--- src/rtl/upsample_layer_scheduler_pkg.sv ---
// Shared definitions for the upsample layer scheduler and the upsample core:
// FSM states, error codes, size codes and the per-channel word-count shift.
package upsample_pkg;

   typedef enum logic [2:0] {
      S_IDLE,
      S_ISSUE,
      S_WAIT,
      S_ADVANCE,
      S_FINISH,
      S_FAULT
   } state_t;

   localparam logic [1:0] ERR_NONE    = 2'd0;
   localparam logic [1:0] ERR_SIZE    = 2'd1;
   localparam logic [1:0] ERR_ZERO_CH = 2'd2;
   localparam logic [1:0] ERR_TIMEOUT = 2'd3;

   localparam logic [2:0] SIZE_4   = 3'd0;
   localparam logic [2:0] SIZE_8   = 3'd1;
   localparam logic [2:0] SIZE_16  = 3'd2;
   localparam logic [2:0] SIZE_32  = 3'd3;
   localparam logic [2:0] SIZE_64  = 3'd4;
   localparam logic [2:0] SIZE_MAX = 3'd4;

   // N*N for input side N = 4 << size, i.e. 16 << (2*size); shift only.
   function automatic logic [31:0] nn_words(input logic [2:0] size);
      return 32'd16 << {size, 1'b0};
   endfunction

endpackage

--- src/rtl/upsample_layer_scheduler_watchdog.sv ---
// Loadable up-counter with clear and enable; tc flags the terminal count TIMEOUT.
module upsample_watchdog #(
   parameter int unsigned TIMEOUT = 65535,
   parameter int unsigned W       = $clog2(TIMEOUT + 1)
) (
   input  logic         clk,
   input  logic         rst,
   input  logic         clr,
   input  logic         load,
   input  logic [W-1:0] load_val,
   input  logic         en,
   output logic         tc
);

   logic [W-1:0] count;

   always_ff @(posedge clk) begin
      if (!rst || clr) begin
         count <= '0;
      end else if (load) begin
         count <= load_val;
      end else if (en) begin
         count <= count + W'(1);
      end
   end

   assign tc = (count == W'(TIMEOUT));

endmodule

--- src/rtl/upsample_layer_scheduler.sv ---
// Runs the 2x upsample core once per channel of a layer, stepping the channel
// base addresses and guarding each core run with a watchdog.
module upsample_layer_scheduler
   import upsample_pkg::*;
#(
   parameter int unsigned ADDR_W  = 20,
   parameter int unsigned CH_W    = 9,
   parameter int unsigned TIMEOUT = 65535
) (
   input  logic              clk,
   input  logic              rst,
   input  logic              cmd_valid,
   output logic              cmd_ready,
   input  logic [2:0]        cmd_size,
   input  logic [CH_W-1:0]   cmd_channels,
   input  logic [ADDR_W-1:0] cmd_src_base,
   input  logic [ADDR_W-1:0] cmd_dst_base,
   output logic              core_start,
   output logic [2:0]        core_size,
   input  logic              core_done,
   output logic [ADDR_W-1:0] ch_src_base,
   output logic [ADDR_W-1:0] ch_dst_base,
   output logic [CH_W-1:0]   ch_index,
   output logic              busy,
   output logic              layer_done,
   output logic              err,
   output logic [1:0]        err_code
);

   localparam int unsigned WD_W = $clog2(TIMEOUT + 1);

   state_t            state;
   logic [CH_W-1:0]   channels_q;
   logic [ADDR_W-1:0] src_stride;
   logic [ADDR_W-1:0] dst_stride;
   logic              wd_tc;

   assign cmd_ready  = (state == S_IDLE);
   assign busy       = (state != S_IDLE);
   assign src_stride = ADDR_W'(nn_words(core_size));
   assign dst_stride = src_stride << 2;

   // Loaded with 1 in ISSUE so the issue cycle counts toward the budget:
   // a core that never answers faults TIMEOUT+1 cycles after core_start.
   upsample_watchdog #(
      .TIMEOUT (TIMEOUT),
      .W       (WD_W)
   ) u_watchdog (
      .clk      (clk),
      .rst      (rst),
      .clr      (state == S_IDLE),
      .load     (state == S_ISSUE),
      .load_val (WD_W'(1)),
      .en       (state == S_WAIT),
      .tc       (wd_tc)
   );

   always_ff @(posedge clk) begin
      if (!rst) begin
         state       <= S_IDLE;
         core_start  <= 1'b0;
         layer_done  <= 1'b0;
         err         <= 1'b0;
         err_code    <= ERR_NONE;
         ch_index    <= '0;
         ch_src_base <= '0;
         ch_dst_base <= '0;
         core_size   <= '0;
         channels_q  <= '0;
      end else begin
         core_start <= 1'b0;
         layer_done <= 1'b0;
         err        <= 1'b0;
         case (state)
            S_IDLE: begin
               if (cmd_valid) begin
                  core_size   <= cmd_size;
                  channels_q  <= cmd_channels;
                  ch_src_base <= cmd_src_base;
                  ch_dst_base <= cmd_dst_base;
                  ch_index    <= '0;
                  err_code    <= ERR_NONE;
                  if (cmd_size > SIZE_MAX) begin
                     state    <= S_FAULT;
                     err      <= 1'b1;
                     err_code <= ERR_SIZE;
                  end else if (cmd_channels == '0) begin
                     state    <= S_FAULT;
                     err      <= 1'b1;
                     err_code <= ERR_ZERO_CH;
                  end else begin
                     state      <= S_ISSUE;
                     core_start <= 1'b1;
                  end
               end
            end
            S_ISSUE: state <= S_WAIT;
            S_WAIT: begin
               if (core_done) begin
                  state <= S_ADVANCE;
               end else if (wd_tc) begin
                  state    <= S_FAULT;
                  err      <= 1'b1;
                  err_code <= ERR_TIMEOUT;
               end
            end
            S_ADVANCE: begin
               if (ch_index == channels_q - CH_W'(1)) begin
                  state      <= S_FINISH;
                  layer_done <= 1'b1;
               end else begin
                  ch_index    <= ch_index + CH_W'(1);
                  ch_src_base <= ch_src_base + src_stride;
                  ch_dst_base <= ch_dst_base + dst_stride;
                  state       <= S_ISSUE;
                  core_start  <= 1'b1;
               end
            end
            S_FINISH: state <= S_IDLE;
            S_FAULT:  state <= S_IDLE;
            default:  state <= S_IDLE;
         endcase
      end
   end

endmodule

--- config.mk ---
export PLATFORM = sky130hd
export DESIGN_NAME = upsample_layer_scheduler
export DESIGN_NICKNAME = d
export VERILOG_FILES = /design/src/rtl/upsample_layer_scheduler_pkg.sv /design/src/rtl/upsample_layer_scheduler_watchdog.sv /design/src/rtl/upsample_layer_scheduler.sv
export SDC_FILE = /design/constraint.sdc
export NUM_CORES = 1
export LEC_CHECK = 0
export BUFFER_PORTS_ARGS = -buffer_cell sky130_fd_sc_hd__buf_2
export CORE_ASPECT_RATIO = 1.1
export CORE_UTILIZATION = 35
export DETAILED_ROUTE_END_ITERATION = 6
export PLACE_DENSITY_LB_ADDON = 0.08
export SLEW_MARGIN = 15
export SYNTH_ARGS = -nofsm -noshare
export SYNTH_HDL_FRONTEND = slang
export SYNTH_SLANG_ARGS = --single-unit
--- constraint.sdc ---
create_clock -name clk -period 2.45 [get_ports clk]
set_input_delay 0.1225 -clock clk [delete_from_list [all_inputs] [get_ports clk]]
set_output_delay 0.1225 -clock clk [all_outputs]
set_load 0.05 [all_outputs]
Word-level counts from Yosys, hierarchy flattened
Cells that the tools add are included.
Storage, ports and cells
  register bits after elaboration: 85
  input port bits: 56
  word-level logic and storage cells: 79
  output and inout bits: 59
Cells by class
  shift-type cells: 1
  muxes and demuxes: 36
  reduce and logical (&&, ||, !) cells: 14
  $lt $le $gt $ge: 1
  $add $sub $neg: 5
  equality and inequality tests: 10
Operators with widths (count)
  two-way mux 20 bit: 4
  one-hot mux 20 bit (2 select lines): 2
  adder 20 bit: 2
  left shift 5 x 4 -> 20 bit (first input constant): 1
  two-way mux 3 bit: 6
  two-way mux 9 bit: 2
  one-hot mux 9 bit (2 select lines): 1
  adder 16 x 1 -> 16 bit (second input constant): 1
  == test 16 bit (second input constant): 1
  two-way mux 1 bit: 12
  one-hot mux 3 bit (4 select lines): 1
  two-way mux 2 bit: 5
  adder 9 x 1 -> 9 bit (second input constant): 1
  == test 9 bit: 1
  logical NOT 9 bit: 1
  subtractor 9 x 1 -> 9 bit (second input constant): 1
  inequality test 2 bit (second input constant): 4
  == test 3 x 2 -> 1 bit (second input constant): 2
  AND reduction 2 bit: 3
  nonzero test 2 bit: 3
  one-hot mux 1 bit (2 select lines): 2
  one-hot mux 2 bit (2 select lines): 1
  AND reduction 4 bit: 1
  == test 3 x 1 -> 1 bit (second input constant): 1
  8 further kinds: 8

Logic depth before layout (Yosys ltp)
Gate-level depths: netlist of run 1.
  depth after elaboration: 5
  depth in mapped cells: 13
  mapped depth without buffers: 10

Hierarchy
Synthesis of run 1 repeated with hierarchy kept, for this count alone.
Second synthesis, totals
  cells, all modules: 636
  area total of the unflattened synthesis: 4869.7 µm²
By module, submodules not included
  upsample_layer_scheduler: times used 1, area each 4015.1 µm², cells an instance 530, seq. area each 1381.3 µm²
  upsample_watchdog: times used 1, area each 854.6 µm², cells an instance 106, seq. area each 320.3 µm²

Worst setup path after synthesis of run 1
Ideal clock, no wire load.
  kind: reg2reg
  start point: reg core_size[0]
  end point: reg ch_src_base[19]
  slack: -0.544 ns
  period minus slack after synthesis: 2.994 ns
  data required time: 2.359 ns
  setup time: 0.091 ns
  stages on the path, launching flop included: 10
  arrival: 2.903 ns
  buffers on the path: 1
  path through: dfxtp_1 -> clkbuf_1 -> nor3b_1 -> ha_1 -> a31oi_1 -> o31ai_1 -> a221o_1 -> a31oi_1 -> a41oi_1 -> a311oi_1
On the way
  longest elaborated chain between the ends: 4
RTL lines
  from (decl): line upsample_layer_scheduler.sv:19  | output logic [2:0] core_size,
  from (signal assigned): line upsample_layer_scheduler.sv:77  | core_size <= cmd_size;
  left shift 5 x 4 -> 20 bit: line upsample_layer_scheduler_pkg.sv:28  | return 32'd16 << {size, 1'b0};
  adder 20 bit: line upsample_layer_scheduler.sv:113  | ch_src_base <= ch_src_base + src_stride;
  two-way mux 20 bit: line upsample_layer_scheduler.sv:108  | if (ch_index == channels_q - CH_W'(1)) begin
  one-hot mux 20 bit (2 select lines): line upsample_layer_scheduler.sv:74  | case (state)
  to (signal assigned): line upsample_layer_scheduler.sv:79  | ch_src_base <= cmd_src_base;
  to (signal assigned): line upsample_layer_scheduler.sv:113
  to (decl): line upsample_layer_scheduler.sv:21  | output logic [ADDR_W-1:0] ch_src_base,
Every way passes these cells. The select of a mux whose other input is x is not followed.
A chain may end at the register's enable or synchronous reset.

Worst setup path in the final report of run 1
  start point: reg core_size[2]
  end point: reg ch_dst_base[19]
On the way
  longest elaborated chain between the ends: 4
RTL lines
  left shift 5 x 4 -> 20 bit: line upsample_layer_scheduler_pkg.sv:28
  adder 20 bit: line upsample_layer_scheduler.sv:114  | ch_dst_base <= ch_dst_base + dst_stride;
  two-way mux 20 bit: line upsample_layer_scheduler.sv:108
  one-hot mux 20 bit (2 select lines): line upsample_layer_scheduler.sv:74
  to (signal assigned): line upsample_layer_scheduler.sv:80  | ch_dst_base <= cmd_dst_base;
  to (signal assigned): line upsample_layer_scheduler.sv:114
  to (decl): line upsample_layer_scheduler.sv:22  | output logic [ADDR_W-1:0] ch_dst_base,
Every way passes these cells. The select of a mux whose other input is x is not followed.

==> results.yml, run 1 <==
sta:
  setup_violations: 0
  fmax_mhz: 412
  rsz0062_at_grt: "true"
  fin_crit_sh: 0.991
  skew_ps: 5.32
  setup_slack_ps: 20.9
  timing.slew.headroom: 0.654
  finalMaxSlewViolations: 0
  hold_viol_final: 0
  layout_min_cycle_time_ps: 2430
  worstMarginPinSlew_ps: 513
  hold_ws_ps: 11.2
  finalSetupTns_ps: 0
floorplan:
  core_sq_um: 13400
  dieArea_sq_um: 14400
  design.portCount: 115
  start_util: 0.364
  die_y_um: 126
  fp-row-count: 44
  die_w_um: 114
power_and_ir_drop:
  pwr-share-clk: 0.247
  seqPwrFrac: 0.346
  intPower_mw: 2.96
  p_sw_frac: 0.423
  leakagePower_nw: 2.64
  p_comb_frac: 0.407
  powerDensity_nw_per_um2: 800
  irDropWorstVdd_mv: 0.396
  power.switching_mw: 2.17
setup_path:
  r2r_slack_ps: 20
  path_max_fanout: 6
  worstReg2RegStart: "core_size[2]$_SDFFE_PN0P_"
  cp_num_buf_inv: 1
  crit_top_cell: "a211oi_2"
  critPathArrivalTime_ps: 2650
  slowest_stage: "dfxtp_4"
  critical_path_class: "flip-flop to flip-flop"
  startpoint_type: "flip-flop"
  cp_top_family: "compound AO/OA/AOI/OAI gates"
  r2r_cells: 10
  crit_path_end_kind: "flip-flop"
  cp_data_required_time_ps: 2670
  timing.rr.end: "ch_dst_base[19]$_SDFFE_PN0P_"
  crit_chain: "buf_2 > nor3b_4 > ha_4 > a211oi_2 > a211oi_2 > a31o_2 > a31oi_4 > o21bai_1 > a22oi_1 > o32ai_1"
  slowest_delay_ps: 380
synth:
  ys.flop_type: "dfxtp_1"
  synthDistinctLibCells: 63
  synth-edff-count: 0
  netlist.area_leader.share: 0.350
  yosys_warnings: 0
  syn_avg_cell_area_sq_um: 7.91
  synthArstFlopShare: 0
  synth_top_cell_by_area: "dfxtp_1"
  syn_inst: 615
  seq_area_frac_synth: 0.350
  ys_ff_latch: 85
  synthesis.area_sq_um: 4870
  yosys-top-cells-area: "dfxtp_1, nand2_1, a21oi_1, ha_1, nor2_1"
  syn_nets: 691
final_layout:
  layoutNonFillerInstCount: 932
  final_common_cell: "buf_2"
  fill_cells: 1343
  num_antenna_cells: 0
  design_area_sq_um: 6420
  ff_latch_area_sq_um: 1710
  drive_gt1_frac: 0.303
  syn_to_final_growth_pct: 31.9
  finalNetCount: 820
  final_cell_mix: "buf_2, nand2_1, dfxtp_1"
  multi_input_area_sq_um: 3250
place:
  hpwlAfterDp_mm: 10.6
  placed_cells: 905
  pre_cts_slack_ps: -79.1
  placed_cell_area_sq_um: 5830
  gp_congestion: 0.805
  port_buffers: 114
cts:
  clk_path_buf_depth: 2
  root_buffer: "clkbuf_16"
  path_clk_slew_ps: 70
  cts_tree: "yes"
  insertion_delay_ps: 350
  cts_buffers: 9
  cts_max_level: 3
  cts_sinks: 85
routing:
  drt_iter0_drc: 331
  routedWlPerCell_um: 15.9
  drtAntennaViolNets: 0
  vias: 4985
  drc: 0
  drt-total-wl_mm: 14.9
  viasPerCell: 5.35
  firstDrtPassIters: 5
global_routing:
  grt_usage: 0.210
  grt_use_met3: 0.0399
  overflow: 0
  use_met1: 0.268
  antenna_found_initial: 0
  grt_most_used_layer: "met2"
  grt_pass1_vias: 4698
  met2_usage: 0.340
  grt_pass1_wl_mm: 23.7
  grt_max_degree: 43
job:
  cap_violations: 0
min_path:
  holdPathEnd: "ch_dst_base[5]$_SDFFE_PN0P_"
  min_from: "cmd_dst_base[5]"
  hold_depth: 3
  hold_class: "primary input to flip-flop"
run_status:
  outcome: "finished clean"
[area by class of cell]
| type | count | area share |
|---|---|---|
| Timing Repair Buffer | 158 | 0.143 |
| Tap cell | 184 | 0.0359 |
| Inverter | 11 | 0.00643 |
| Multi-Input combinational cell | 479 | 0.506 |
| Clock buffer | 10 | 0.0357 |
| Sequential cell | 85 | 0.267 |
| Clock inverter | 5 | 0.00585 |
[power groups by stage]
| stage | clock network (mW) | registers [mW] | logic, mW |
|---|---|---|---|
| CTS | 1.30 | 1.76 | 1.97 |
| detailed placement | 0 | 1.79 | 1.96 |
| finish | 1.27 | 1.78 | 2.09 |
| global route | 1.35 | 1.81 | 2.26 |
| floorplan | 0 | 2.20 | 1.02 |
| global placement | 0 | 1.78 | 1.94 |
[cells by family after synthesis]
logic type / share of synthesized area
simple gates: 0.231
fa+ha+maj: 0.0514
xor+xnor: 0.0712
mux: 0.00848
buf+inv: 0.0437
flops: 0.350
compound gates: 0.244
[worst max-delay path by stage]
stage                         startpoint                           end  slack (ps)  cells past startpoint
2_1_floorplan  core_size[0]$_SDFFE_PN0P_  ch_src_base[19]$_SDFFE_PN0P_         -60                      9
3_3_place_gp   core_size[1]$_SDFFE_PN0P_  ch_dst_base[19]$_SDFFE_PN0P_           2                      9
3_5_place_dp   core_size[1]$_SDFFE_PN0P_  ch_dst_base[19]$_SDFFE_PN0P_         -80                      9
4_1_cts        core_size[1]$_SDFFE_PN0P_  ch_dst_base[19]$_SDFFE_PN0P_           2                      9
5_1_grt        core_size[2]$_SDFFE_PN0P_  ch_dst_base[19]$_SDFFE_PN0P_         -90                     10
6_report       core_size[2]$_SDFFE_PN0P_  ch_dst_base[19]$_SDFFE_PN0P_          20                     10
[Yosys cell counts (10+ instances only)]
master	number
a22oi_1	12
nor3_1	16
dfxtp_1	85
clkbuf_1	29
o21ai_0	22
xor2_1	18
xnor2_1	19
inv_1	10
nor2_1	50
nand2_1	102
and3_1	11
a21oi_1	53
nand3_1	18
o22ai_1	12
ha_1	20
[repair_timing]
item                       CTS  global route
resized for setup            5            35
pin swaps                    1            12
hold buffers                 0             0
setup endpoints to repair    5            29
setup buffers                1            11
[sequential cells by signal, indices dropped and copies added, names as in the netlist, 2 cells and up]
name,cells
ch_dst_base,20
ch_src_base,20
u_watchdog.count,16
ch_index,9
channels_q,9
core_size,3
state,3
err_code,2
[worst reg2reg max path, stage by stage, from the launching register on]
cell      delay (ps)
dfxtp_4          380
buf_2            170
nor3b_4          300
ha_4             260
a211oi_2         240
a211oi_2          70
a31o_2           290
a31oi_4          220
o21bai_1         110
a22oi_1          170
o32ai_1          100
[routing by layer]
metal,routed length (um),vias up,share of wire
met5,0,-,0
met4,367,0,0.025
met3,872,24,0.059
met2,6870,141,0.46
met1,6740,2338,0.45
li1,-,2482,-
[stage by stage]
| stage | utilization | power (mW) |
|---|---|---|
| final | 0.480 | 5.13 |
| after global routing | 0.480 | 5.41 |
| after CTS | 0.458 | 5.03 |
| after detailed placement | 0.435 | 3.74 |
| after global placement | 0.435 | 3.72 |
| after floorplan | - | 3.21 |
No activity file was read; power rests on OpenSTA's default activity.
==> run 2, diff against run 1 <==
--- a/config.mk
+++ b/config.mk
@@ -6,7 +6,6 @@
 export NUM_CORES = 1
 export LEC_CHECK = 0
 export BUFFER_PORTS_ARGS = -buffer_cell sky130_fd_sc_hd__buf_2
-export CORE_ASPECT_RATIO = 1.1
 export CORE_UTILIZATION = 35
 export DETAILED_ROUTE_END_ITERATION = 6
 export PLACE_DENSITY_LB_ADDON = 0.08
==> run 2 against run 1 <==
  * Clock skew up 0.57 ps
  * Die area is essentially flat
  * Global-route usage is 0.51 points higher
  * Core utilization is 0.71 points higher
  * Cell area rose by 1.7%
  * Worst hold slack got worse by 1.3 ps
==> results.yml, run 2 (synthesis gave the netlist of run 1 again) <==
sta:
  worstMarginPinSlew_ps: 585
  setup_violations: 0
  hold_ws_ps: 9.97
  rsz0062_at_grt: "true"
  timing.slew.headroom: 0.606
  fmax_mhz: 411
  layout_min_cycle_time_ps: 2430
  skew_ps: 5.89
  hold_viol_final: 0
  finalMaxSlewViolations: 0
  fin_crit_sh: 0.994
  finalSetupTns_ps: 0
  setup_slack_ps: 15.2
cts:
  cts_sinks: 85
  cts_max_level: 3
  insertion_delay_ps: 350
  path_clk_slew_ps: 70
  clk_path_buf_depth: 2
  root_buffer: "clkbuf_16"
  cts_buffers: 9
  cts_tree: "yes"
final_layout:
  reg_top3: "ch_dst_base: 20 flops, ch_src_base: 20 flops, u_watchdog.count: 16 flops"
  syn_to_final_growth_pct: 34.1
  num_antenna_cells: 0
  design_area_sq_um: 6530
  final_cell_mix: "buf_2, nand2_1, dfxtp_1"
  drive_gt1_frac: 0.307
  final_common_cell: "buf_2"
  finalNetCount: 829
power_and_ir_drop:
  powerDensity_nw_per_um2: 825
  pwr-share-clk: 0.272
  leakagePower_nw: 2.72
  intPower_mw: 3.16
  power.switching_mw: 2.23
  p_comb_frac: 0.398
  seqPwrFrac: 0.330
  p_sw_frac: 0.413
  total_power_mw: 5.39
  irDropWorstVdd_mv: 0.362
setup_path:
  cp_data_required_time_ps: 2720
  crit_path_end_kind: "flip-flop"
  critPathArrivalTime_ps: 2710
  crit_chain: "buf_4 > nor2_1 > o21ai_0 > a311oi_4 > nand2_2 > a31o_1 > buf_4 > or3_1 > a21oi_1"
  slowest_delay_ps: 440
  path_max_fanout: 11
  crit_top_cell: "buf_4"
  slowest_stage: "a311oi_4"
  critical_path_class: "flip-flop to flip-flop"
  startpoint_type: "flip-flop"
global_routing:
  grt_usage: 0.215
  grt_max_degree: 43
  overflow: 0
  grt_pass1_vias: 4738
  antenna_found_initial: 0
  grt_pass1_wl_mm: 24.1
place:
  gp_congestion: 0.854
  pre_cts_slack_ps: 23.7
  placed_cell_area_sq_um: 5830
  port_buffers: 114
  hpwlAfterDp_mm: 11.0
floorplan:
  start_util: 0.363
  dieArea_sq_um: 14400
  fp-row-count: 42
  design.portCount: 115
  core_sq_um: 13400
  die_w_um: 120
  die_y_um: 120
routing:
  vias: 5074
  firstDrtPassIters: 4
  drtAntennaViolNets: 0
  routedWlPerCell_um: 16.8
  drt-total-wl_mm: 15.7
  drt_iter0_drc: 328
  viasPerCell: 5.43
  drc: 0
run_status:
  outcome: "finished clean"
job:
  cap_violations: 0
min_path:
  hold_class: "primary input to flip-flop"
==> run 2: power by group through the flow <==
stage	logic [mW]	clock network [mW]	registers, mW
2_1_floorplan	1.02	0	2.20
3_3_place_gp	1.96	0	1.78
3_5_place_dp	1.98	0	1.79
4_1_cts	1.99	1.51	1.76
5_1_grt	2.29	1.55	1.80
6_report	2.15	1.46	1.78
==> run 2: final cells by class <==
cell class	instances	area [sq um]
Timing Repair Buffer	167	1010
Clock buffer	10	250
Tap cell	176	220
Clock inverter	6	67.6
Multi-Input combinational cell	479	3220
Sequential cell	85	1710
Fill cell	1329	6870
Inverter	11	41.3
==> run 2: layer usage <==
| metal | global-route usage | wire, um | up-vias |
|---|---|---|---|
| li1 | - | - | 2495 |
| met1 | 0.273 | 7110 | 2412 |
| met2 | 0.356 | 7430 | 144 |
| met3 | 0.0371 | 831 | 23 |
| met4 | 0.0922 | 368 | 0 |
| met5 | 0 | 0 | - |
==> run 2: repair_timing <==
item	in CTS	in global routing
pin swaps	0	16
gates resized for setup	2	38
hold buffers	6	0
endpoints found under the hold margin	6	0
endpoints found under the setup margin	1	29
buffers inserted	0	14
==> run 2: path summary, 6_finish.rpt <==
kind                                from                     endpoint  slack (ps)  cells past startpoint
max           channels_q[0]$_SDFFE_PN0P_     ch_index[2]$_SDFFE_PN0P_          20                      9
max reg2reg   channels_q[0]$_SDFFE_PN0P_     ch_index[2]$_SDFFE_PN0P_          20                      9
min                      cmd_src_base[3]  ch_src_base[3]$_SDFFE_PN0P_          10                      3
min reg2reg  ch_src_base[1]$_SDFFE_PN0P_  ch_src_base[1]$_SDFFE_PN0P_         450                      2
==> run 2: metrics by stage <==
step / utilization / cells
after floorplan: - / 615
after global placement: 0.435 / 899
after detailed placement: 0.435 / 899
after CTS: 0.464 / 921
after global routing: 0.487 / 934
final: 0.487 / 934
==> run 2: critical path: cells and delay by family, from the launching register on <==
family,cells,cell delay [ps]
simple gates,3,600
compound gates,4,1100
buf+inv,2,350
flops,1,310
